<file path="src/rtl/mp_addsub_ctrl_if.sv">
// mp_addsub_ctrl_if: request/result handshake bundle for the multi-precision add/sub sequencer
interface mp_addsub_ctrl_if #(
    parameter int NBYTES = 4
);
    localparam int W = 8 * NBYTES;
    logic         req_valid;
    logic         req_ready;
    logic [W-1:0] a;
    logic [W-1:0] b;
    logic         add_sub;
    logic         res_valid;
    logic         res_ready;
    logic [W-1:0] result;
    logic         carry;
    logic         ovf;
    logic         busy;
    modport slave (
        input  req_valid, a, b, add_sub, res_ready,
        output req_ready, res_valid, result, carry, ovf, busy
    );
    modport master (
        output req_valid, a, b, add_sub, res_ready,
        input  req_ready, res_valid, result, carry, ovf, busy
    );
endinterface

</file>
<file path="src/rtl/mp_addsub_ctrl.sv">
// mp_addsub_ctrl: byte-serial NBYTES-wide add/subtract over one 8-bit ripple slice
module full_adder (
    input  logic a,
    input  logic b,
    input  logic ci,
    output logic s,
    output logic co
);
    assign s  = a ^ b ^ ci;
    assign co = (a & b) | (ci & (a ^ b));
endmodule

module mp_addsub_ctrl #(
    parameter int NBYTES = 4
) (
    input logic             clk,
    input logic             rst_n,
    mp_addsub_ctrl_if.slave bus
);
    localparam int W  = 8 * NBYTES;
    localparam int CW = NBYTES > 1 ? $clog2(NBYTES) : 1;
    localparam logic [CW-1:0] LAST = CW'(NBYTES - 1);

    typedef enum logic [1:0] {IDLE, RUN, DONE} state_t;
    state_t state, state_nx;

    logic [W-1:0]  a_r, b_r, result_r;
    logic          op_r, cy_r, carry_r, ovf_r;
    logic [CW-1:0] cnt;
    logic [CW+2:0] base;
    logic [7:0]    a_byte, b_x, sum;
    logic [8:0]    c;

    // Subtract is A + ~B + 1: the +1 enters as the initial carry latched at accept.
    assign base   = {cnt, 3'b000};
    assign a_byte = a_r[base +: 8];
    assign b_x    = b_r[base +: 8] ^ {8{op_r}};
    assign c[0]   = cy_r;

    for (genvar i = 0; i < 8; i++) begin : g_slice
        full_adder u_fa (.a(a_byte[i]), .b(b_x[i]), .ci(c[i]), .s(sum[i]), .co(c[i+1]));
    end

    always_ff @(posedge clk or negedge rst_n)
        if (!rst_n) state <= IDLE;
        else        state <= state_nx;

    always_comb begin
        state_nx = state;
        if (state == IDLE && bus.req_valid)  state_nx = RUN;
        if (state == RUN && cnt == LAST)     state_nx = DONE;
        if (state == DONE && bus.res_ready)  state_nx = IDLE;
    end

    always_ff @(posedge clk or negedge rst_n)
        if (!rst_n) begin
            a_r      <= '0;
            b_r      <= '0;
            op_r     <= 1'b0;
            cy_r     <= 1'b0;
            cnt      <= '0;
            result_r <= '0;
            carry_r  <= 1'b0;
            ovf_r    <= 1'b0;
        end else if (state == IDLE && bus.req_valid) begin
            a_r  <= bus.a;
            b_r  <= bus.b;
            op_r <= bus.add_sub;
            cy_r <= bus.add_sub;
            cnt  <= '0;
        end else if (state == RUN) begin
            result_r[base +: 8] <= sum;
            cy_r                <= c[8];
            if (cnt != LAST) cnt <= cnt + 1'b1;
            else begin
                carry_r <= c[8];
                ovf_r   <= c[8] ^ c[7];
            end
        end

    assign bus.req_ready = state == IDLE;
    assign bus.busy      = state == RUN;
    assign bus.res_valid = state == DONE;
    assign bus.result    = result_r;
    assign bus.carry     = carry_r;
    assign bus.ovf       = ovf_r;
endmodule
</file>
<file path="src/flat_wrapper.sv">
// flat-port wrapper written by rule: the top's interface ports become plain ports
module mp_addsub_ctrl_flat 
#(
    parameter int NBYTES = 4
)
  (clk, rst_n, bus_req_valid, bus_a, bus_b, bus_add_sub, bus_res_ready, bus_req_ready, bus_res_valid, bus_result, bus_carry, bus_ovf, bus_busy);
  mp_addsub_ctrl_if #(.NBYTES(NBYTES)) bus_i ();
  input logic clk;
  input logic rst_n;
  input wire logic [$bits(bus_i.req_valid)-1:0] bus_req_valid;
  input wire logic [$bits(bus_i.a)-1:0] bus_a;
  input wire logic [$bits(bus_i.b)-1:0] bus_b;
  input wire logic [$bits(bus_i.add_sub)-1:0] bus_add_sub;
  input wire logic [$bits(bus_i.res_ready)-1:0] bus_res_ready;
  output wire logic [$bits(bus_i.req_ready)-1:0] bus_req_ready;
  output wire logic [$bits(bus_i.res_valid)-1:0] bus_res_valid;
  output wire logic [$bits(bus_i.result)-1:0] bus_result;
  output wire logic [$bits(bus_i.carry)-1:0] bus_carry;
  output wire logic [$bits(bus_i.ovf)-1:0] bus_ovf;
  output wire logic [$bits(bus_i.busy)-1:0] bus_busy;
  assign bus_i.req_valid = bus_req_valid;
  assign bus_i.a = bus_a;
  assign bus_i.b = bus_b;
  assign bus_i.add_sub = bus_add_sub;
  assign bus_i.res_ready = bus_res_ready;
  assign bus_req_ready = bus_i.req_ready;
  assign bus_res_valid = bus_i.res_valid;
  assign bus_result = bus_i.result;
  assign bus_carry = bus_i.carry;
  assign bus_ovf = bus_i.ovf;
  assign bus_busy = bus_i.busy;
  mp_addsub_ctrl #(.NBYTES(NBYTES)) u_core (.clk(clk), .rst_n(rst_n), .bus(bus_i));
endmodule
</file>
<file path="config.mk">
export PLATFORM = sky130hd
export DESIGN_NAME = mp_addsub_ctrl_flat
export DESIGN_NICKNAME = d
export VERILOG_FILES = /design/src/rtl/mp_addsub_ctrl_if.sv /design/src/rtl/mp_addsub_ctrl.sv /design/src/flat_wrapper.sv
export SDC_FILE = /design/constraint.sdc
export NUM_CORES = 1
export LEC_CHECK = 0
export CORE_AREA = 2 2 97 170
export DETAILED_ROUTE_END_ITERATION = 8
export DIE_AREA = 0 0 99 172
export GPL_ROUTABILITY_DRIVEN = 0
export MAX_ROUTING_LAYER = met4
export PLACE_DENSITY = 0.57
export SYNTH_ARGS = -nofsm -noshare
export SYNTH_HDL_FRONTEND = slang
export SYNTH_SLANG_ARGS = --single-unit
</file>
<file path="constraint.sdc">
create_clock -name clk -period 7 [get_ports clk]
set_input_delay 1.4 -clock clk [delete_from_list [all_inputs] [get_ports clk]]
set_output_delay 1.4 -clock clk [all_outputs]
set_load 0.005 [all_outputs]
</file>
-- Word-level counts from Yosys, hierarchy flattened
Cells that the tools add are included.
- logic and storage cells: 82
- register bits after elaboration: 104
- output and inout port bits: 37
- input bits: 69
- shift-type cells: 4
- eq/ne operators: 4
- muxes and demuxes: 9
- bitwise gates (word level): 44
- reductions and logical operators: 10
- add/sub/neg operators: 2
- operators by type and width (kind ; number):
    $shiftx A32 B6 Y8 ; 2
    $bwmux W32 ; 1
    $shift A8 B7 Y32 const A ; 1
    $shiftx A8 B7 Y32 ; 1
    $xor A1 B1 Y1 ; 17
    $and A1 B1 Y1 ; 16
    $mux W2 ; 6
    $or A1 B1 Y1 ; 8
    $xor A8 B8 Y8 ; 1
    $neg A5 Y7 ; 1
    $eq A2 B2 Y1 const B ; 2
    $reduce_and A2 Y1 ; 2
    $reduce_bool A2 Y1 ; 2
    $logic_and A1 B1 Y1 ; 3
    $reduce_and A3 Y1 ; 1
    $reduce_bool A3 Y1 ; 1
    $add A2 B1 Y2 const B ; 1
    $eq A2 B1 Y1 const B ; 1
    $logic_not A2 Y1 ; 1
    $mux W1 ; 2
    $ne A2 B2 Y1 const B ; 1
    $not A1 Y1 ; 2

-- Logic depth before layout (Yosys ltp)
- word-level depth: 21
- mapped depth: 17
- mapped depth without buffers: 16

-- Modules after synthesis
Synthesis repeated with hierarchy kept, for this count alone.
- cells, all modules: 318
- area, all modules: 4730.8 um2
- by module, submodules not included (module ; area each (um2) ; cells an instance ; seq. area each (um2) ; instances):
    mp_addsub_ctrl ; 4570.6 ; 310 ; 2602.5 ; 1
    full_adder ; 20.0 ; 1 ; 0.0 ; 8

-- Worst setup path before layout
No wires, ideal clock.
- path kind: reg2reg
- start: register u_core.cnt[0]
- end: register u_core.ovf_r, in the netlist u_core.bus.ovf
- path buffers: 1
- period minus slack after synthesis: 4.459 ns
- required time: 6.873 ns
- stages on the path, launching flop included: 18
- data arrival time: 4.332 ns
- path slack: 2.541 ns
- library setup time: 0.127 ns
- cells stage by stage: dfrtp_1 buf_4 mux4_2 xnor2_1 fa_1 fa_1 inv_1 fa_1 inv_1 fa_1 fa_1 inv_1 fa_1 inv_1 fa_1 fa_1 xnor2_1 o21ai_0
- word-level cells in the longest chain between the ends: 20
- elaborated cells between the ends (all ways): 39
- classes of those cells: eq/ne (1); shift (2); bitwise (35); reduce/logical (1)
- ends and longest elaborated chain (element ; line ; text):
    start, declared ; mp_addsub_ctrl.sv:29 ; logic [CW-1:0] cnt;
    start signal, assigned ; mp_addsub_ctrl.sv:74 ; if (cnt != LAST) cnt <= cnt + 1'b1;
    $shiftx A32 B6 Y8 ; mp_addsub_ctrl.sv:37 ; assign b_x = b_r[base +: 8] ^ {8{op_r}};
    $xor A8 B8 Y8 ; mp_addsub_ctrl.sv:37 ;
    $xor A1 B1 Y1 ; mp_addsub_ctrl.sv:10 ; assign co = (a & b) | (ci & (a ^ b));
    $and A1 B1 Y1 ; mp_addsub_ctrl.sv:10 ;
    $or A1 B1 Y1 ; mp_addsub_ctrl.sv:10 ;
    $and A1 B1 Y1 ; mp_addsub_ctrl.sv:10 ;
    $or A1 B1 Y1 ; mp_addsub_ctrl.sv:10 ;
    $and A1 B1 Y1 ; mp_addsub_ctrl.sv:10 ;
    [... 4 more ...] ; -- ;
    $or A1 B1 Y1 ; mp_addsub_ctrl.sv:10 ;
    $and A1 B1 Y1 ; mp_addsub_ctrl.sv:10 ;
    $or A1 B1 Y1 ; mp_addsub_ctrl.sv:10 ;
    $and A1 B1 Y1 ; mp_addsub_ctrl.sv:10 ;
    $or A1 B1 Y1 ; mp_addsub_ctrl.sv:10 ;
    $and A1 B1 Y1 ; mp_addsub_ctrl.sv:10 ;
    $or A1 B1 Y1 ; mp_addsub_ctrl.sv:10 ;
    $xor A1 B1 Y1 ; mp_addsub_ctrl.sv:77 ; ovf_r <= c[8] ^ c[7];
    end signal, assigned ; mp_addsub_ctrl.sv:77 ;
    end, declared ; mp_addsub_ctrl.sv:28 ; logic op_r, cy_r, carry_r, ovf_r;
Parallel ways exist; a longest one is shown, timed or not.
A chain may end at the register's enable or synchronous reset.

-- Final worst setup path
- start: register u_core.cnt[0]
- end: register u_core.result_r[31], in the netlist u_core.bus.result[31]
- word-level cells in the longest chain between the ends: 20
- elaborated cells between the ends (all ways): 44
- classes of those cells: add/sub (1); shift (4); mux (1); bitwise (38)
- ends and longest elaborated chain (element ; line ; text):
    $shiftx A32 B6 Y8 ; mp_addsub_ctrl.sv:37 ;
    $xor A8 B8 Y8 ; mp_addsub_ctrl.sv:37 ;
    $xor A1 B1 Y1 ; mp_addsub_ctrl.sv:9, mp_addsub_ctrl.sv:10 ;
    $and A1 B1 Y1 ; mp_addsub_ctrl.sv:10 ;
    $or A1 B1 Y1 ; mp_addsub_ctrl.sv:10 ;
    $and A1 B1 Y1 ; mp_addsub_ctrl.sv:10 ;
    $or A1 B1 Y1 ; mp_addsub_ctrl.sv:10 ;
    $and A1 B1 Y1 ; mp_addsub_ctrl.sv:10 ;
    [... 4 more ...] ; -- ;
    $or A1 B1 Y1 ; mp_addsub_ctrl.sv:10 ;
    $and A1 B1 Y1 ; mp_addsub_ctrl.sv:10 ;
    $or A1 B1 Y1 ; mp_addsub_ctrl.sv:10 ;
    $and A1 B1 Y1 ; mp_addsub_ctrl.sv:10 ;
    $or A1 B1 Y1 ; mp_addsub_ctrl.sv:10 ;
    $xor A1 B1 Y1 ; mp_addsub_ctrl.sv:9 ; assign s = a ^ b ^ ci;
    $shiftx A8 B7 Y32 ; mp_addsub_ctrl.sv:72 ; result_r[base +: 8] <= sum;
    $bwmux W32 * ; mp_addsub_ctrl.sv:72 ;
    end signal, assigned by index ; mp_addsub_ctrl.sv:72 ;
    end, declared ; mp_addsub_ctrl.sv:27 ; logic [W-1:0] a_r, b_r, result_r;
Mark *: on every way between the ends. The rest lies on a longest branch, timed or not.

==> impl_metrics.py <==
metrics = {
    "cts": {
        "clk_pin_slew_ns": 0.07,
        "insertion_delay_ns": 0.35,
        "post_cts_buffers": 0,
        "hold_buffers": 0,
        "tritoncts": "yes",
        "cts_resized": 0,
        "clock_sinks": 104,
        "cts_max_level": 3,
        "clk_path_buf_depth": 2,
        "cts_made_buffers": 9,
        "clk_root_buffer_cell": "clkbuf_16",
    },
    "timing": {
        "setup_viol": 0,
        "fmax_mhz": 207,
        "relSlewSlack_pct": 41.2,
        "period_share_pct": 69.1,
        "worst_pin_slew_ns": 0.882,
        "fin_skew_ns": 0.0120,
        "fin_ws_ns": 2.16,
        "tns_ns": 0,
        "fin_hold_ws_ns": 0.478,
        "rsz0062_at_grt": "no",
        "maxSlewViolCount": 0,
        "hold_viol": 0,
        "period_needed_ns": 4.84,
    },
    "setup_path": {
        "crit_path_max_incr_delay_ns": 0.74,
        "cp_common_cell": "fa_1",
        "cp.arrival_ns": 5.05,
        "cpMaxStageDelayCell": "dfrtp_1",
        "worstPathMaxFanout": 11,
        "critPathTopFamily": "adder cells",
        "path_class": "reg2reg",
        "worst_ep_required_time_ns": 7.21,
        "crit_path_end_kind": "register",
        "worst-path-buf-inv": 4,
        "crit_path_start_kind": "register",
        "crit_chain": "mux4_2, xnor2_1, fa_1, fa_1, inv_1, fa_1, inv_1, fa_1, fa_1, inv_1, fa_1, inv_1, fa_1, fa_1, o21ai_0",
    },
    "logic_synthesis": {
        "synthCells": 316,
        "synth_ff_type": "dfrtp_1",
        "async_reset_ff_share_pct": 100,
        "synth_fp_nets": 398,
        "synth.yosys.seq_area_share_pct": 56.4,
        "synth_edf_count": 0,
        "synth_area_mm2": 0.00462,
        "synth_cell_type_count": 28,
        "ys_ff_latch": 104,
        "synth_top_area_cell": "dfrtp_1",
        "yosysWarnings": 0,
        "ys_top_cells_by_area": "dfrtp_1 56%, mux2_2 16%, mux4_2 7.8%",
        "synth_top_area_share_pct": 56.4,
        "synth.avg_cell_area_um2": 14.6,
    },
    "final_layout": {
        "syn_to_final_growth_pct": 33.0,
        "n_antenna_cell": 0,
        "final_core_util_pct": 39.2,
        "drive_gt1_share_pct": 24.1,
        "final_net_count": 501,
        "fillers": 1462,
    },
    "floorplanning": {
        "die_area_mm2": 0.0170,
        "fp.dieH_um": 172,
        "start_util_pct": 29.5,
        "die_w_um": 99,
        "core.rowCount": 61,
        "pin_count": 106,
        "coreArea_mm2": 0.0156,
    },
    "power": {
        "power_density_mw_per_mm2": 506,
        "p_leak_nw": 2.51,
        "ir_drop_uv": 236,
    },
    "global_route": {
        "grt_max_degree": 70,
        "grt.overflow.total": 0,
        "grt_use_total_pct": 13.8,
        "grt_pass1_wl_um": 17400,
        "grt_pass1_vias": 3225,
        "antenna_found_initial": 0,
    },
    "drt": {
        "drc": 0,
        "viasPerCell": 4.72,
        "dr_total_vias": 2892,
        "drt_iter0_drc": 101,
        "wl_per_cell_um": 18.0,
        "ant_nets": 0,
        "dr.pass1.iters": 6,
        "wl_um": 11000,
    },
    "place": {
        "port_buffers": 105,
        "dpl_worst_slack_ns": 2.11,
        "dp_hpwl_um": 8580,
    },
    "run_status": {
        "status": "completed",
    },
    "flow_run": {
        "cap_violations": 0,
    },
    "min_path": {
        "hp-class": "reg2reg",
    },
}
-- stage by stage --
step | total power, mW | cells | area (µm²)
final | 3.11 | 613 | 6140
after global placement | 2.64 | 597 | 5850
after global routing | 3.35 | 613 | 6140
after floorplan | 2.05 | 316 | 4620
after detailed placement | 2.69 | 597 | 5850
after CTS | 3.18 | 613 | 6140
-- placed cells by master, fill, tap and decap left out, types with 2 or more instances in the layout --
cell / n
nor2_1: 3
nor4_1: 2
a22o_1: 4
dfrtp_1: 104
or4_1: 2
mux4_2: 16
o2bb2ai_1: 20
buf_4: 5
xnor2_1: 10
ha_1: 5
mux2_2: 64
a21oi_1: 3
clkbuf_16: 9
clkdlybuf4s50_1: 104
fa_1: 8
inv_1: 17
clkinvlp_4: 3
nand2_1: 18
o21ai_0: 14
-- flip-flops by register name, summed over array words and instances, names as in the netlist --
signal and cells:
u_core.a_r 32, u_core.b_r 32, u_core.bus.carry 1, u_core.bus.ovf 1, u_core.bus.result 32, u_core.cnt 2
u_core.cy_r 1, u_core.op_r 1, u_core.state 2
-- cell families after synthesis --
family | after synthesis | synth area share (%)
flops | 104 | 56.4
mux | 80 | 23.4
fa+ha+maj | 13 | 4.83
xor+xnor | 10 | 1.90
buf+inv | 35 | 3.39
compound gates | 42 | 6.59
simple gates | 32 | 3.50
-- worst register-to-register path: cells and delay by family, from the launching register on --
| family | cells | cell delay (ns) |
|---|---|---|
| fa+ha+maj | 8 | 2.83 |
| flops | 1 | 0.74 |
| mux | 1 | 0.59 |
| buf+inv | 4 | 0.26 |
| xor+xnor | 1 | 0.16 |
| compound gates | 1 | 0.13 |
-- Yosys cell counts, types with 2 or more instances --
master and instances:
a22o_1 4, clkbuf_1 2, o21ai_0 14, dfrtp_1 104, or4_1 2, nand2_1 18
buf_4 3, a21oi_1 3, xnor2_1 10, mux4_2 16, nor2_1 3, buf_2 11
ha_1 5, mux2_2 64, nor4_1 2, fa_1 8, inv_1 17, o2bb2ai_1 20
-- power breakdown --
group	internal, mW	switching, mW
sequential	0.865	0.186
clock	0.255	0.232
combinational	0.806	0.763
-- metal layers --
metal  global-route usage, %  share of wire, %  up-vias
met3                    2.71               3.7        7
met5                       -                 0        -
li1                        -                 -     1333
met4                    4.65               1.3        0
met2                    25.6                58       69
met1                    14.6                37     1483
-- layout make-up --
| cell class | count | area [µm²] | area share, % |
|---|---|---|---|
| Clock buffer | 10 | 239 | 3.89 |
| Timing Repair Buffer | 109 | 1080 | 17.6 |
| Clock inverter | 6 | 51.3 | 0.836 |
| Inverter | 18 | 67.6 | 1.10 |
| Tap cell | 189 | 236 | 3.85 |
| Sequential cell | 104 | 2600 | 42.4 |
| Multi-Input combinational cell | 177 | 1860 | 30.4 |
-- worst paths after layout --
path	end	from	cells after the start	slack, ns
max in group asynchronous	u_core.b_r[2]$_DFFE_PN0P_	rst_n	2	4.78
worst min-delay path	u_core.bus.result[29]$_DFFE_PN0P_	u_core.bus.result[29]$_DFFE_PN0P_	2	0.48
worst max-delay path	u_core.bus.result[31]$_DFFE_PN0P_	u_core.cnt[0]$_DFFE_PN0P_	15	2.16
worst max register to register	u_core.bus.result[31]$_DFFE_PN0P_	u_core.cnt[0]$_DFFE_PN0P_	15	2.16
worst min register to register	u_core.bus.result[29]$_DFFE_PN0P_	u_core.bus.result[29]$_DFFE_PN0P_	2	0.48
min in group asynchronous	u_core.a_r[30]$_DFFE_PN0P_	rst_n	1	1.05
(Power assumes the default switching activity.)
==> RTL edit 1: new RTL, same settings <==
`NBYTES` is set to 4 in 3 places; all go to 2.
--- a/src/rtl/mp_addsub_ctrl_if.sv
+++ b/src/rtl/mp_addsub_ctrl_if.sv
@@ -1,6 +1,6 @@
 // mp_addsub_ctrl_if: request/result handshake bundle for the multi-precision add/sub sequencer
 interface mp_addsub_ctrl_if #(
-    parameter int NBYTES = 4
+    parameter int NBYTES = 2
 );
     localparam int W = 8 * NBYTES;
     logic         req_valid;
--- a/src/rtl/mp_addsub_ctrl.sv
+++ b/src/rtl/mp_addsub_ctrl.sv
@@ -11,7 +11,7 @@
 endmodule
 
 module mp_addsub_ctrl #(
-    parameter int NBYTES = 4
+    parameter int NBYTES = 2
 ) (
     input logic             clk,
     input logic             rst_n,
--- a/src/flat_wrapper.sv
+++ b/src/flat_wrapper.sv
@@ -1,7 +1,7 @@
 // flat-port wrapper written by rule: the top's interface ports become plain ports
 module mp_addsub_ctrl_flat 
 #(
-    parameter int NBYTES = 4
+    parameter int NBYTES = 2
 )
   (clk, rst_n, bus_req_valid, bus_a, bus_b, bus_add_sub, bus_res_ready, bus_req_ready, bus_res_valid, bus_result, bus_carry, bus_ovf, bus_busy);
   mp_addsub_ctrl_if #(.NBYTES(NBYTES)) bus_i ();
Interface: changed (resized bus_a, bus_b and bus_result); port bits go from 106 to 58. No check against the original RTL was run, so the function may have changed too.
==> RTL edit 1 against the original RTL <==
- count of clock-buffer cells in the layout down 4
- power is 41% lower
- sequential power is 41% lower
- wire length shrank 47%
- design area shrank 43%
- highest routed layer unchanged
- first-iteration DRC count shrank 75%
- setup slack gained 0.11 ns
- non-clock buffer count decreased by 50
- area after synthesis down 44%
- sequential share of layout area down 2.8 points
- synthesized cell count fell by 45%
- sequential cell count down 49
==> RTL edit 1: results (changes against the original RTL) <==
dr.first_iter.drc_count: 25  # -75%
drt_wl_cell_microns: 13.8  # -23%
numPortBuffers: 57  # -46%
synth_top_cells_by_count: "sky130_fd_sc_hd__dfrtp_1 (55), sky130_fd_sc_hd__mux2_2 (35), sky130_fd_sc_hd__mux2_1 (10), sky130_fd_sc_hd__mux2i_1 (10), sky130_fd_sc_hd__fa_1 (8)"
finalCriticalPeriod_ns: 4.73  # -0.113 ns
synth_area_leaders: "sky130_fd_sc_hd__dfrtp_1 (53%), sky130_fd_sc_hd__mux2_2 (15%), sky130_fd_sc_hd__fa_1 (6.2%)"
hold_path_end: "u_core.bus.carry"
drt_pre_antenna_iters: 2  # -4
regToRegEndpoint: "u_core.bus.result[7]"
pin_count_of_the_biggest_net_entering_global_routing: 56  # -20%
worst_hold_startpoint: "u_core.bus.carry"
maximum_resistive_drop_on_vdd_mv: 0.143  # -40%
post-dp-hpwl_mm: 4.73  # -45%
cts-buffers-inserted: 5  # -4
synth_sequential_area_ratio: 0.534  # -0.0299
critical_path.max_fanout: 20  # +9
post_route_cells_drive_above_1_share: 0.235  # -0.00578
leakage_nw: 1.45  # -42%
timing.reg2reg.setup_slack_ns: 2.27  # +0.11 ns
max-slew-margin-rel: 0.414  # +0.00170
clock_latency_ns: 0.29  # -0.06 ns
clk_path_buf_depth: 2  # unchanged
synth_nets: 218  # -45%
r2r-start: "u_core.cnt"
fin_skew_ns: 0.00540  # -0.00661 ns
globalRouteTotalUtil: 0.0760  # -0.0625
status: "finished clean"
final_net_count: 274  # -45%
post-place-ws_ns: 2.23  # +0.124 ns
r2r_cells: 11  # -4
crit_arrival_ns: 4.94  # -0.11 ns
cts_max_level: 2  # -1
==> RTL edit 1: cell count changes in the layout (fill, tap and decap cells not counted), sizes merged, moves of 4 or more <==
cell and delta:
dfrtp -49, clkdlybuf4s50 -48, o2bb2ai -20, mux4 -16, inv -15, mux2 -13, nand2 -12, mux2i +10
o21ai -8, ha -5, a22o -4, clkbuf -4
==> RTL edit 1: logic make-up after synthesis <==
logic type / Yosys count / share of synthesized area
adders and majority gates: 8 / 0.0621
muxes: 61 / 0.270
AOI/OAI and AO/OA: 12 / 0.0272
xor gates and xnor gates: 9 / 0.0306
buffers and inverters: 14 / 0.0403
and+or+nand+nor: 14 / 0.0354
DFF: 55 / 0.534
==> RTL edit 1: worst max path at each step <==
stage | from | end | cells after the start
floorplan | u_core.cnt | u_core.bus.result[15] | 13
global placement | u_core.cnt | u_core.bus.result[15] | 11
detailed placement | u_core.cnt | u_core.bus.result[7] | 11
CTS | u_core.cnt | u_core.bus.result[7] | 11
global route | u_core.cnt | u_core.bus.result[7] | 11
finish | u_core.cnt | u_core.bus.result[7] | 11
==> RTL edit 1: metal layers <==
layer / wire length (microns) / vias up / global-route usage
met5: 0 / - / -
met2: 3250 / 35 / 0.136
met1: 2170 / 765 / 0.0781
li1: - / 704 / -
met4: 116 / 0 / 0.0322
met3: 259 / 6 / 0.0198
==> RTL edit 1: area by class of cell <==
cell class              instances  area (sq um)
clock buffers                   6           139
inverters                       4          15.0
fillers                      1611         12200
multi-input cells             104          1100
repair buffers                 59           581
clock inverters                 2          35.0
flip-flops and latches         55          1380
well taps                     189           236
==> RTL edit 1: critical path, stage by stage, from the launching register on <==
cell and delay [ns]:
sky130_fd_sc_hd__dfrtp_1 0.92, sky130_fd_sc_hd__mux2_2 0.43, sky130_fd_sc_hd__fa_1 0.41, sky130_fd_sc_hd__fa_1 0.41, sky130_fd_sc_hd__fa_1 0.40, sky130_fd_sc_hd__fa_1 0.39
sky130_fd_sc_hd__fa_1 0.39, sky130_fd_sc_hd__fa_1 0.37, sky130_fd_sc_hd__inv_1 0.08, sky130_fd_sc_hd__fa_1 0.21, sky130_fd_sc_hd__fa_1 0.44, sky130_fd_sc_hd__o21ai_0 0.17
==> RTL edit 1: stage by stage <==
stage,instance area (sq um),cells,power [mW]
floorplan,2580,173,1.26
global placement,3310,411,1.55
detailed placement,3310,411,1.58
CTS,3480,419,1.87
global route,3480,419,2.00
finish,3480,419,1.83
==> RTL edit 1: power by group <==
part           leakage [nW]  internal, mW  switching (mW)
combinational         0.707         0.548           0.375
sequential            0.655         0.486           0.134
clock                0.0868         0.178           0.107
==> RTL edit 2: new RTL, same flow settings <==
Made on the original files. The 3 states of `state_t` get a one-hot encoding in 3 bits.
--- a/src/rtl/mp_addsub_ctrl.sv
+++ b/src/rtl/mp_addsub_ctrl.sv
@@ -21,7 +21,7 @@
     localparam int CW = NBYTES > 1 ? $clog2(NBYTES) : 1;
     localparam logic [CW-1:0] LAST = CW'(NBYTES - 1);
 
-    typedef enum logic [1:0] {IDLE, RUN, DONE} state_t;
+    typedef enum logic [2:0] {IDLE = 3'b001, RUN = 3'b010, DONE = 3'b100} state_t;
     state_t state, state_nx;
 
     logic [W-1:0]  a_r, b_r, result_r;
Function: no difference found for any inputs over 10 cycles, from zero or initial values and one cycle with rst_n low; not proved beyond that.
==> RTL edit 2 against the original RTL <==
- area after synthesis increased by 13%
- wire length increased by 2.8%
- critical path depth decreased by 1
- setup slack improved by 0.14 ns
- global-route usage increased by 0.53 points
- design area increased by 6.6%
- non-clock buffer count unchanged
- critical endpoint unchanged
- maximum frequency increased by 3.0%
- worst hold slack about the same
- largest cell class unchanged
- sequential cell count increased by 1
Power is not compared: it rests on default switching activity, and its combinational part moved more than twofold at a synthesized area within 25%.
==> RTL edit 2: results (changes against the original RTL) <==
post-dp-hpwl_mm: 8.75  # +2.1%
cts_max_level: 3  # unchanged
synth_nets: 445  # +12%
worst_hold_startpoint: "u_core.bus.result[19]"
drt_wl_cell_microns: 17.4  # -3.3%
synth_cell_type_count: 35  # +25%
grt_use_met1: 0.173  # +0.0270
final_net_count: 540  # +7.8%
maximum_resistive_drop_on_vdd_mv: 0.125
compound_gate_fraction_of_synth_area: 0.0539  # -0.0120
clk_path_buf_depth: 2  # unchanged
clk_pin_slew_ns: 0.07  # about the same
postPlaceCellArea_sq_um: 6280  # +7.4%
pin_count_of_the_biggest_net_entering_global_routing: 68  # -2.9%
gr-usage-met3: 0.0178  # -0.00930
grt_first_pass_wirelength_mm: 18.2  # +5.1%
fin_skew_ns: 0.00824  # -0.00378 ns
holdCritPathClass: "flop to flop"
max_cap_violations: 0  # unchanged
place_inst: 636  # +6.5%
synth_area_leaders: "sky130_fd_sc_hd__dfrtp_1 (50%), sky130_fd_sc_hd__mux2_4 (18%), sky130_fd_sc_hd__mux4_2 (6.9%)"
critical_path.max_fanout: 16  # +5
yosys.area_share.xor_xnor: 0.0168  # -0.00221
globalRouteTotalUtil: 0.144  # +0.00529
synthToLayoutAreaGrowth_pct: 25.2
avgViaCountPerCell: 4.74  # +0.49%
leakage_nw: 2.83
drt_pre_antenna_iters: 6  # unchanged
netlist_instances: 363  # +15%
dr.first_iter.drc_count: 168  # +66%
number_of_global_route_vias_before_repair: 3256  # +0.96%
synth_sequential_area_ratio: 0.503  # -0.0607
synth_mux_area_frac: 0.253  # +0.0187
synth_top_cells_by_count: "sky130_fd_sc_hd__dfrtp_1 (104), sky130_fd_sc_hd__mux2_4 (64), sky130_fd_sc_hd__nand2_1 (53)"
post-place-ws_ns: 2.27  # +0.161 ns
post_cts_setup_repair_buffer_count: 0  # unchanged
r2r-start: "u_core.cnt[0]"
initial_antenna_violation_count: 0  # unchanged
count_of_filler_cells_inserted_in_the_layout: 1434  # -1.9%
ys_warn_count: 0  # unchanged
numPortBuffers: 105  # unchanged
cts-buffers-inserted: 9  # unchanged
max-slew-margin-rel: 0.371  # -0.0407
synth_fa_ha_area_frac: 0.0426  # -0.00563
wl_mm: 11.3  # +2.8%
post_route_cells_drive_above_1_share: 0.235  # -0.00514
status: "finished clean"
crit_arrival_ns: 4.94  # -0.11 ns
global_route.usage.met2: 0.239  # -0.0170
==> RTL edit 2: cell types whose count changed after synthesis, moves of 4 or more <==
cell / change
sky130_fd_sc_hd__nand4bb_1: +4
sky130_fd_sc_hd__o21ai_1: +20
sky130_fd_sc_hd__o31ai_2: +4
sky130_fd_sc_hd__inv_1: -5
sky130_fd_sc_hd__o21ai_0: -12
sky130_fd_sc_hd__buf_12: +8
sky130_fd_sc_hd__nand2_1: +35
sky130_fd_sc_hd__o31ai_1: +12
sky130_fd_sc_hd__o2bb2ai_1: -20
sky130_fd_sc_hd__mux2_4: +64
sky130_fd_sc_hd__a22o_1: -4
sky130_fd_sc_hd__mux2_2: -64
==> RTL edit 2: cell families after synthesis <==
group | Yosys count
XOR/XNOR | 10
multiplexers | 80
buffers and inverters | 40
AO/OA/AOI/OAI | 43
flip-flops | 105
AND/OR/NAND/NOR | 72
adder cells (fa/ha/maj) | 13
==> RTL edit 2: worst max-delay path, stage by stage, from the launching register on <==
cell and delay, ns:
sky130_fd_sc_hd__dfrtp_1 0.79, sky130_fd_sc_hd__mux4_2 0.60, sky130_fd_sc_hd__xnor2_1 0.15, sky130_fd_sc_hd__fa_1 0.39, sky130_fd_sc_hd__fa_1 0.38, sky130_fd_sc_hd__inv_1 0.08
sky130_fd_sc_hd__fa_1 0.18, sky130_fd_sc_hd__fa_1 0.16, sky130_fd_sc_hd__inv_1 0.05, sky130_fd_sc_hd__fa_1 0.38, sky130_fd_sc_hd__fa_1 0.36, sky130_fd_sc_hd__inv_1 0.07
sky130_fd_sc_hd__fa_1 0.22, sky130_fd_sc_hd__fa_1 0.50, sky130_fd_sc_hd__o31ai_2 0.27
==> RTL edit 2: report_power, final <==
part           leakage, nW  total, mW  switching, mW  internal (mW)
Sequential            1.43      0.606              0          0.606
Combinational         1.27     0.0533         0.0192         0.0341
Clock                0.124      0.453          0.212          0.241
==> RTL edit 2: layout make-up <==
class                           count  share of cell area
Clock inverter                      3             0.00268
Clock buffer                       13              0.0367
Timing Repair Buffer              109               0.165
Multi-Input combinational cell    218               0.349
Tap cell                          189              0.0362
Inverter                           15             0.00861
Sequential cell                   105               0.402
==> RTL edit 2: final timing paths <==
path / endpoint / cells after the start / slack [ns]
max: u_core.bus.result[31] / 14 / 2.30
min: u_core.bus.result[19] / 2 / 0.48
max reg2reg: u_core.bus.result[31] / 14 / 2.30
min reg2reg: u_core.bus.result[19] / 2 / 0.48
max in group asynchronous: u_core.bus.result[24] / 2 / 4.77
min in group asynchronous: u_core.a_r[23] / 1 / 1.02
==> RTL edit 2: routing by layer <==
metal / up-vias / routed length, microns / share of wire
met5: - / 0 / 0
li1: 1460 / - / -
met4: 0 / 333 / 0.029
met2: 78 / 6040 / 0.53
met3: 22 / 365 / 0.032
met1: 1531 / 4600 / 0.41
